**src/rtl/flappy_game_ctrl_pkg.sv**
```systemverilog
// Shared state encoding and datapath widths for the flappy game sequencer.
// Used by flappy_game_ctrl and its scroll burst generator.
package flappy_game_ctrl_pkg;

    localparam int unsigned STATE_W = 3;
    localparam int unsigned SCORE_W = 4;
    localparam int unsigned BURST_W = 3;

    typedef enum logic [STATE_W-1:0] {
        ST_IDLE  = 3'd0,
        ST_INIT  = 3'd1,
        ST_PLAY  = 3'd2,
        ST_DYING = 3'd3,
        ST_OVER  = 3'd4
    } state_e;

    // Scroll pixels per frame: one extra step once the score reaches the speed-up threshold.
    function automatic logic [BURST_W-1:0] burst_len(input int unsigned base,
                                                      input logic [SCORE_W-1:0] score,
                                                      input int unsigned speedup);
        return BURST_W'(base) + ((score >= SCORE_W'(speedup)) ? BURST_W'(1) : BURST_W'(0));
    endfunction

endpackage

```
**src/rtl/flappy_game_ctrl_scroll_burst_gen.sv**
```systemverilog
// Frame-tick triggered generator of N consecutive count_en cycles.
// Ticks during an active burst are ignored; abort clears the burst at once.
module flappy_game_ctrl_scroll_burst_gen
    import flappy_game_ctrl_pkg::*;
(
    input  logic               clk,
    input  logic               reset,
    input  logic               tick,
    input  logic               abort,
    input  logic [BURST_W-1:0] len,
    output logic               count_en
);

    logic [BURST_W-1:0] cnt_q;
    logic [BURST_W-1:0] cnt_d;

    always_comb begin
        cnt_d = cnt_q;
        if (abort) begin
            cnt_d = '0;
        end else if (cnt_q != '0) begin
            cnt_d = cnt_q - BURST_W'(1);
        end else if (tick) begin
            cnt_d = len;
        end
    end

    always_ff @(posedge clk or negedge reset) begin
        if (!reset) begin
            cnt_q <= '0;
        end else begin
            cnt_q <= cnt_d;
        end
    end

    assign count_en = (cnt_q != '0);

endmodule

```
**src/rtl/flappy_game_ctrl.sv**
```systemverilog
// Game sequencer: round start/restart, frame-locked scroll bursts, lose line, best score.
// Optional best-score tracking is enabled by defining HISCORE_EN.
module flappy_game_ctrl
    import flappy_game_ctrl_pkg::*;
#(
    parameter int SPEED_BASE    = 2,
    parameter int SPEEDUP_SCORE = 8,
    parameter int INIT_CYCLES   = 2,
    parameter int DEATH_FRAMES  = 60
) (
    input  logic               clk,
    input  logic               reset,
    input  logic               frame_tick,
    input  logic               flap,
    input  logic               collide,
    input  logic [SCORE_W-1:0] score,
    output logic               pipe_rst,
    output logic               count_en,
    output logic               lose,
    output logic [STATE_W-1:0] state,
    output logic [SCORE_W-1:0] best_score
);

    state_e     state_q;
    state_e     state_d;
    logic       flap_q;
    logic       flap_edge;
    logic       play;
    logic       hit;
    logic [7:0] init_cnt_q;
    logic [7:0] init_cnt_d;
    logic [7:0] death_cnt_q;
    logic [7:0] death_cnt_d;

    assign flap_edge = flap & ~flap_q;
    assign play      = (state_q == ST_PLAY);
    assign hit       = play & collide;

    always_comb begin
        state_d     = state_q;
        init_cnt_d  = init_cnt_q;
        death_cnt_d = death_cnt_q;
        pipe_rst    = 1'b0;
        lose        = 1'b0;
        case (state_q)
            ST_IDLE: begin
                if (flap_edge) begin
                    state_d    = ST_INIT;
                    init_cnt_d = '0;
                end
            end
            ST_INIT: begin
                pipe_rst = 1'b1;
                if (init_cnt_q == 8'(INIT_CYCLES - 1)) begin
                    state_d = ST_PLAY;
                end else begin
                    init_cnt_d = init_cnt_q + 8'd1;
                end
            end
            ST_PLAY: begin
                // Combinational so a score increment in the collision cycle is frozen.
                if (collide) begin
                    lose        = 1'b1;
                    state_d     = ST_DYING;
                    death_cnt_d = 8'(DEATH_FRAMES - 1);
                end
            end
            ST_DYING: begin
                lose = 1'b1;
                if (frame_tick) begin
                    if (death_cnt_q == '0) begin
                        state_d = ST_OVER;
                    end else begin
                        death_cnt_d = death_cnt_q - 8'd1;
                    end
                end
            end
            ST_OVER: begin
                lose = 1'b1;
                if (flap_edge) begin
                    state_d    = ST_INIT;
                    init_cnt_d = '0;
                end
            end
            default: begin
                state_d = ST_IDLE;
            end
        endcase
    end

    always_ff @(posedge clk or negedge reset) begin
        if (!reset) begin
            state_q     <= ST_IDLE;
            flap_q      <= 1'b0;
            init_cnt_q  <= '0;
            death_cnt_q <= '0;
        end else begin
            state_q     <= state_d;
            flap_q      <= flap;
            init_cnt_q  <= init_cnt_d;
            death_cnt_q <= death_cnt_d;
        end
    end

    assign state = state_q;

    flappy_game_ctrl_scroll_burst_gen u_burst (
        .clk      (clk),
        .reset    (reset),
        .tick     (frame_tick & play),
        .abort    (~play | hit),
        .len      (burst_len(SPEED_BASE, score, SPEEDUP_SCORE)),
        .count_en (count_en)
    );

`ifdef HISCORE_EN
    logic [SCORE_W-1:0] best_q;

    always_ff @(posedge clk or negedge reset) begin
        if (!reset) begin
            best_q <= '0;
        end else if (hit && (score > best_q)) begin
            best_q <= score;
        end
    end

    assign best_score = best_q;
`else
    assign best_score = '0;
`endif

endmodule

```
**config.mk**
```make
export PLATFORM = sky130hd
export DESIGN_NAME = flappy_game_ctrl
export DESIGN_NICKNAME = d
export VERILOG_FILES = /design/src/rtl/flappy_game_ctrl_pkg.sv /design/src/rtl/flappy_game_ctrl_scroll_burst_gen.sv /design/src/rtl/flappy_game_ctrl.sv
export SDC_FILE = /design/constraint.sdc
export NUM_CORES = 1
export LEC_CHECK = 0
export CELL_PAD_IN_SITES_DETAIL_PLACEMENT = 1
export CELL_PAD_IN_SITES_GLOBAL_PLACEMENT = 2
export CORE_MARGIN = 1
export CORE_UTILIZATION = 30
export CTS_CLUSTER_DIAMETER = 80
export DETAILED_ROUTE_END_ITERATION = 6
export PLACE_DENSITY = 0.71
export RECOVER_POWER = 50
export SLEW_MARGIN = 20
export SYNTH_ARGS = -nofsm -noshare
export SYNTH_HDL_FRONTEND = slang
export SYNTH_HIERARCHICAL = 1
export SYNTH_SLANG_ARGS = --single-unit
```
**constraint.sdc**
```tcl
create_clock -name clk -period 4.6 [get_ports clk]
set_clock_uncertainty 0.1 [all_clocks]
set_input_delay 0.92 -clock clk [delete_from_list [all_inputs] [get_ports clk]]
set_output_delay 0.92 -clock clk [all_outputs]
set_load 0.02 [all_outputs]
```
### Yosys cells after proc, flatten, opt, wreduce, memory -nomap -nowiden

Index checks and enable logic that the tools add are counted.

* register bits after elaboration: 23
* input bits: 9
* output and inout bits: 10
* logic and storage cells: 59

* add/subtract/negate cells: 4
* order comparisons: 1
* equality and inequality tests: 12
* muxes and demuxes: 20
* bitwise logic cells: 6
* reductions and logical operators: 11

Operator list (number)
* $mux W8: 5
* $pmux W8 S2: 2
* $mux W3: 8
* $ne A2 B2 Y1 const B: 6
* $pmux W3 S4: 1
* $add A8 B1 Y8 const B: 1
* $eq A8 B1 Y1 const B: 1
* $logic_not A8 Y1: 1
* $sub A8 B1 Y8 const B: 1
* $eq A3 B2 Y1 const B: 2
* $reduce_bool A3 Y1: 2
* $reduce_and A5 Y1: 1
* $ge A4 B4 Y1 const B: 1
* $reduce_and A4 Y1: 1
* $reduce_bool A2 Y1: 2
* $reduce_or A2 Y1: 2
* $add A2 B1 Y3 const A: 1
* $and A1 B1 Y1: 3
* $eq A3 B1 Y1 const B: 1
* $eq A3 B3 Y1 const B: 1
* $logic_not A3 Y1: 1
* $mux W1: 3
* $reduce_and A3 Y1: 1
* $sub A3 B1 Y3 const B: 1
* 4 further kinds: 5

### Depth between registers and ports, before layout

Gate-level depths: netlist (run 1).

* depth in word-level cells: 6
* mapped depth: 6
* gate-level depth less buffers: 6

### Modules after synthesis

The synthesis (run 1) kept the hierarchy.

By module, submodules not included
* flappy_game_ctrl: times used 1, cells each 121, area each 1162.4 um^2, sequential area each 500.5 um^2
* flappy_game_ctrl_scroll_burst_gen: times used 1, cells each 19, area each 182.7 um^2, sequential area each 75.1 um^2

### Worst setup path after synthesis (run 1)

OpenSTA, ideal clock, no wires.

* path kind: in2out
* from: input collide
* to: output lose
* data arrival time: 1.469 ns
* setup slack: 2.111 ns
* stages: 2
* path buffers: 0
* path through: nor2_1 -> o21ai_0

* longest elaborated chain between the ends: 2

RTL lines
* from (decl): RTL line flappy_game_ctrl.sv:15 `input logic collide,`
* $mux W1: RTL line flappy_game_ctrl.sv:62 `if (collide) begin`
* $pmux W1 S2: RTL line flappy_game_ctrl.sv:45 `case (state_q)`
* to (decl): RTL line flappy_game_ctrl.sv:19 `output logic lose,`

No other way between the ends.

### Worst setup path after layout (run 1)

Same ends and word-level chain as after synthesis.

==> results of run 1 <==
## synth_stat cells (4+ instances only)
master,count
dfrtp_1,23
xor2_1,6
inv_1,9
buf_4,4
o31ai_1,4
nand2_1,12
ha_1,6
o21ai_0,6
nand3_1,5
nor2_1,9
nand4_1,5
nand2b_1,6
a21oi_1,4
and3_1,4
## worst max-delay path by stage
stage,endpoint,from,depth (start not counted),slack (ns)
floorplan,lose,collide,2,2.11
global placement,lose,collide,4,1.20
detailed placement,lose,collide,4,1.17
CTS,lose,collide,4,1.15
global route,lose,collide,4,1.04
finish,lose,collide,4,1.09
## logic make-up after synthesis
| family | Yosys count |
|---|---|
| and+or+nand+nor | 55 |
| AOI/OAI and AO/OA | 26 |
| DFF | 23 |
| buffers and inverters | 17 |
| xor gates and xnor gates | 7 |
| adders and majority gates | 6 |
| muxes | 4 |
| other | 2 |
## state kept, by name, indices dropped and copies added (netlist names)
signal,cells
init_cnt_q,8
death_cnt_q,8
u_burst/cnt_q,3
flap_q,1
state,3
## critical path, stage by stage
cell and delay, ns:
dlygate4sd3_1 0.60, nor2_1 0.11, o21ai_0 0.22, clkdlybuf4s50_1 0.64
## stage by stage
stage / utilization, % / power, mW / hold slack (ns) / instance area (µm²)
final: 36.7 / 0.863 / 0.402 / 1520
after global routing: 36.7 / 0.941 / 0.435 / 1520
after CTS: 36.7 / 0.874 / 0.406 / 1520
after detailed placement: 35.6 / 0.741 / 0.395 / 1480
after global placement: 35.7 / 0.728 / 0.385 / 1480
after floorplan: - / 0.605 / 0.360 / 1360
## power by group through the flow
stage	clock [mW]	combinational, mW	sequential (mW)
after floorplan	0	0.274	0.331
after global placement	0	0.378	0.350
after detailed placement	0	0.388	0.353
after CTS	0.135	0.391	0.349
after global routing	0.145	0.433	0.363
final	0.131	0.384	0.348
## layer usage
| metal | up-vias | part of all wire, % | track usage (%) |
|---|---|---|---|
| met5 | - | 0 | 0 |
| met1 | 505 | 53 | 20.7 |
| li1 | 511 | - | - |
| met3 | 4 | 2.9 | 2.47 |
| met2 | 16 | 43 | 23.7 |
| met4 | 0 | 0.91 | 4.59 |
## area by class of cell
class / count / area [µm²]
clock buffer: 4 / 45.0
fill: 492 / 2630
inverter: 9 / 33.8
multi-input combinational: 104 / 698
sequential: 23 / 576
tap: 50 / 62.6
timing repair buffer: 11 / 104
## cells in the final DEF (no fill, tap or decap), types with 2 or more instances in the layout
cell type	n
nand3_1	5
o21ai_0	6
xor2_1	6
dfrtp_1	23
clkbuf_1	2
nor3_1	3
inv_1	9
o31ai_1	4
o211ai_1	3
nand4_1	5
clkdlybuf4s50_1	7
mux2i_1	2
nor2_1	9
ha_1	6
and3_1	4
nand2b_1	6
a221oi_1	3
dlygate4sd3_1	3
clkbuf_8	3
conb_1	6
a21oi_1	4
nor2b_1	2
nand2_1	12
==> impl_metrics.toml, run 1 <==
[timing]
period_needed_ns = 3.51
max-slew-margin-rel_pct = 12.0
setup_tns_ns = 0
post-route-period-util_pct = 76.4
worst_pin_slew_ns = 1.32
final.setup.worst_slack_ns = 1.09
fmax_mhz = 285
hold_violations = 0
setup_violations = 0
rsz0062_at_grt = "no"
drv_slew = 0

[run_status]
status = "finished, final reports clean"

[grt]
grt_pass1_wl_um = 5160
grt_pass1_vias = 1067
grt_usage_pct = 15.0
grt_start_max_net_pins = 24
antenna_found_initial = 0
grt_overflow_total = 0

[routing]
drt_iter0_drc = 26
vias = 1036
wirelength_um = 2980
drc = 0
first_pass_iters = 4
avgRoutedWirePerCell_um = 14.8
ant_nets = 0
drt-vias-per-instance = 5.15

[pwr]
power.density_nw_per_um2 = 568
clockPowerShare_pct = 15.1
swShare_pct = 43.1
netSwitchingPower_mw = 0.371
vdd_drop_max_mv = 0.228
seq_power_share_pct = 40.3
intPower_mw = 0.491
total_leakage_power_nw = 0.649
share_comb_of_total_power_pct = 44.5

[yosys]
synth-seq-area-share_pct = 42.8
synth_xor_area_share_pct = 4.56
yosys.area.top_type = "dfrtp_1"
yosysWarnings = 6
synth_adder_area_share_pct = 5.58
synth_flop_cell = "dfrtp_1"
synth_compound_area_share_pct = 13.5
muxShareOfSynthArea_pct = 3.16
syn_inst = 140
ys_types = 40
synth_top_cells_by_area = "dfrtp_1 (43%), ha_1 (5.6%), xor2_1 (3.9%)"
avgSynthCellArea_um2 = 9.61
ys_seq_elements = 23
syn_area_um2 = 1350
synth_edf_count = 0
synthArstFlopShare_pct = 100
synth_top_family_by_area = "simple AND/OR/NAND/NOR gates"
synth_top_area_share_pct = 42.8
synthSimpleGateAreaFrac_pct = 23.4

[final_layout]
fin_nets = 167
diodes = 0
syn_to_final_growth_pct = 12.9
stdcell_count = 201
drive_gt1_share_pct = 5.96

[clock_network]
ctsResizeCount = 0
cts-hold-fix-buffers = 0
cts-root-buf = "clkbuf_8"
clk_path_buf_depth = 2
clk_pin_slew_ns = 0.08
cts_buffers = 3
cts_sinks = 23
cts_max_level = 1
cts_setup_buffers = 0
cts_tree = "done"
clock_latency_ns = 0.27

[min_path]
hold_end = "u_burst/cnt_q[0]"
holdPathStages = 1
hp-class = "reg2reg"
hp-start = "u_burst/cnt_q[0]"

[critical_path]
reg2reg_from = "state[0]"
arrival_ns = 2.49
r2r-end = "init_cnt_q[7]"
path_class = "in2out"
cp.required_ns = 3.58
startpoint_type = "input port"
cp_max_fo = 4
rrSetupSlack_ns = 2.46
worstSetupEndpointType = "primary output"
reg2regPathDepth = 4

[placed_design]
pre_cts_ws_ns = 1.17
dp.cells = 197
gp_congestion = 0.767
hpwl_um = 2230
port-buffer-count = 11

[floorplan]
fp.dieArea_um2 = 4760
start_util_pct = 32.5
core_area_um2 = 4140
die_h_um = 69.0
io_pins = 19
row_count = 23
fp.dieW_um = 69.0

[flow_run]
cap_violations = 0
Power figures use the tool's default switching activity.
==> run 2: changes to the inputs <==
- clock period: 4.6 -> 3.5 ns (I/O delays scaled with it)
==> impl_metrics.toml, run 2 (synthesis gave the netlist of run 1 again) <==
[placed_design]
gp_congestion = 0.758
hpwl_um = 2230
dpl_cell_area_um2 = 1500
port-buffer-count = 11

[routing]
avgRoutedWirePerCell_um = 15.0
wirelength_um = 3040
drt-vias-per-instance = 5.24
drc = 0
ant_nets = 0
first_pass_iters = 4
drt_iter0_drc = 58
vias = 1063

[timing]
worst_pin_slew_ns = 1.31
hold_violations = 0
max-slew-margin-rel_pct = 12.5
drv_slew = 0
setup_violations = 0
post-route-period-util_pct = 87.1
setup_tns_ns = 0
rsz0062_at_grt = "no"
fmax_mhz = 328
period_needed_ns = 3.05

[pwr]
total_leakage_power_nw = 0.654
power_mw = 1.13
vdd_drop_max_mv = 0.253
power.density_nw_per_um2 = 740

[grt]
grt_usage_pct = 15.6
grt_pass1_vias = 1122
grt_start_max_net_pins = 24
grt_pass1_wl_um = 5380
antenna_found_initial = 0
grt_overflow_total = 0

[critical_path]
r2r-end = "init_cnt_q[7]"
cp_max_fo = 4
cp.buffers_inverters = 2
crit_chain = "dlygate4sd3_1, nor2_1, o21ai_0, clkdlybuf4s50_1"
reg2regPathDepth = 4
critPathTopFamily = "buffers and inverters"
slowest_stage = "clkdlybuf4s50_1"
cp.required_ns = 2.70
startpoint_type = "input port"
rrSetupSlack_ns = 1.31
worstSetupEndpointType = "primary output"
slowest_delay_ns = 0.63
reg2reg_from = "state[0]"
arrival_ns = 2.25
path_class = "in2out"

[floorplan]
fp.dieArea_um2 = 4760
row_count = 23
io_pins = 19
fp.dieW_um = 69.0
die_h_um = 69.0
start_util_pct = 32.5
core_area_um2 = 4140

[min_path]
hp-class = "reg2reg"
holdPathStages = 1
hold_end = "u_burst/cnt_q[2]"
hp-start = "u_burst/cnt_q[2]"

[clock_network]
cts_max_level = 1
ctsResizeCount = 0
clock_latency_ns = 0.26
cts-root-buf = "clkbuf_8"
clk_path_buf_depth = 2
clk_pin_slew_ns = 0.08
cts_tree = "done"
cts_setup_buffers = 0
cts-hold-fix-buffers = 0
cts_buffers = 3
cts_sinks = 23

[final_layout]
seq_area_um2 = 576
mostFrequentLayoutCells = "dfrtp_1 (23), nand2_1 (12), inv_1 (9), nor2_1 (9), clkdlybuf4s50_1 (8)"
utilization_pct = 37.0
layout_commonest_cell = "dfrtp_1"
drive_gt1_share_pct = 5.88
fin_nets = 169
top_regs = "death_cnt_q: 8 flops, init_cnt_q: 8 flops"
diodes = 0
fillCellCount = 497
syn_to_final_growth_pct = 14.0
multi_input_area_um2 = 698
final_cell_area_um2 = 1530

[flow_run]
cap_violations = 0

[run_status]
status = "finished, final reports clean"
run 2: worst register-to-register path, delay by kind of cell, from the launching register on:
family | cells | cell delay, ns
AO/OA/AOI/OAI | 1 | 0.41
flip-flops | 1 | 0.60
multiplexers | 1 | 0.33
AND/OR/NAND/NOR | 2 | 0.63
run 2: how the worst max path moves through the flow:
stage / startpoint / endpoint / slack [ns] / depth (start not counted)
CTS: collide / lose / 0.51 / 4
global placement: collide / lose / 0.54 / 4
global route: collide / lose / 0.40 / 4
detailed placement: collide / lose / 0.54 / 4
finish: collide / lose / 0.45 / 4
floorplan: state[0] / lose / 1.34 / 3
run 2: where the power goes:
group          total [mW]  leakage, nW  internal [mW]  switching (mW)
logic               0.508        0.345          0.222           0.287
clock network       0.166       0.0228         0.0812          0.0852
registers           0.460        0.286          0.345           0.115
total                1.13        0.654          0.647           0.487
run 2: routing by layer:
layer | part of all wire, % | GRT usage, %
met5 | 0 | 0
met4 | 1.6 | 6.38
met3 | 3.8 | 3.29
met2 | 45 | 23.8
met1 | 50 | 21.1
run 2: final cells by class:
type	instances	share of cell area (%)
timing repair buffer	13	7.67
clock buffer	4	2.94
inverter	9	2.20
sequential	23	37.6
multi-input combinational	104	45.6
tap	50	4.08
run 2: metrics by stage:
| step | worst slack [ns] | hold slack [ns] | cells |
|---|---|---|---|
| floorplan | 1.34 | 0.304 | 144 |
| global placement | 0.540 | 0.384 | 199 |
| detailed placement | 0.539 | 0.403 | 199 |
| CTS | 0.513 | 0.411 | 203 |
| global route | 0.398 | 0.431 | 203 |
| finish | 0.450 | 0.404 | 203 |
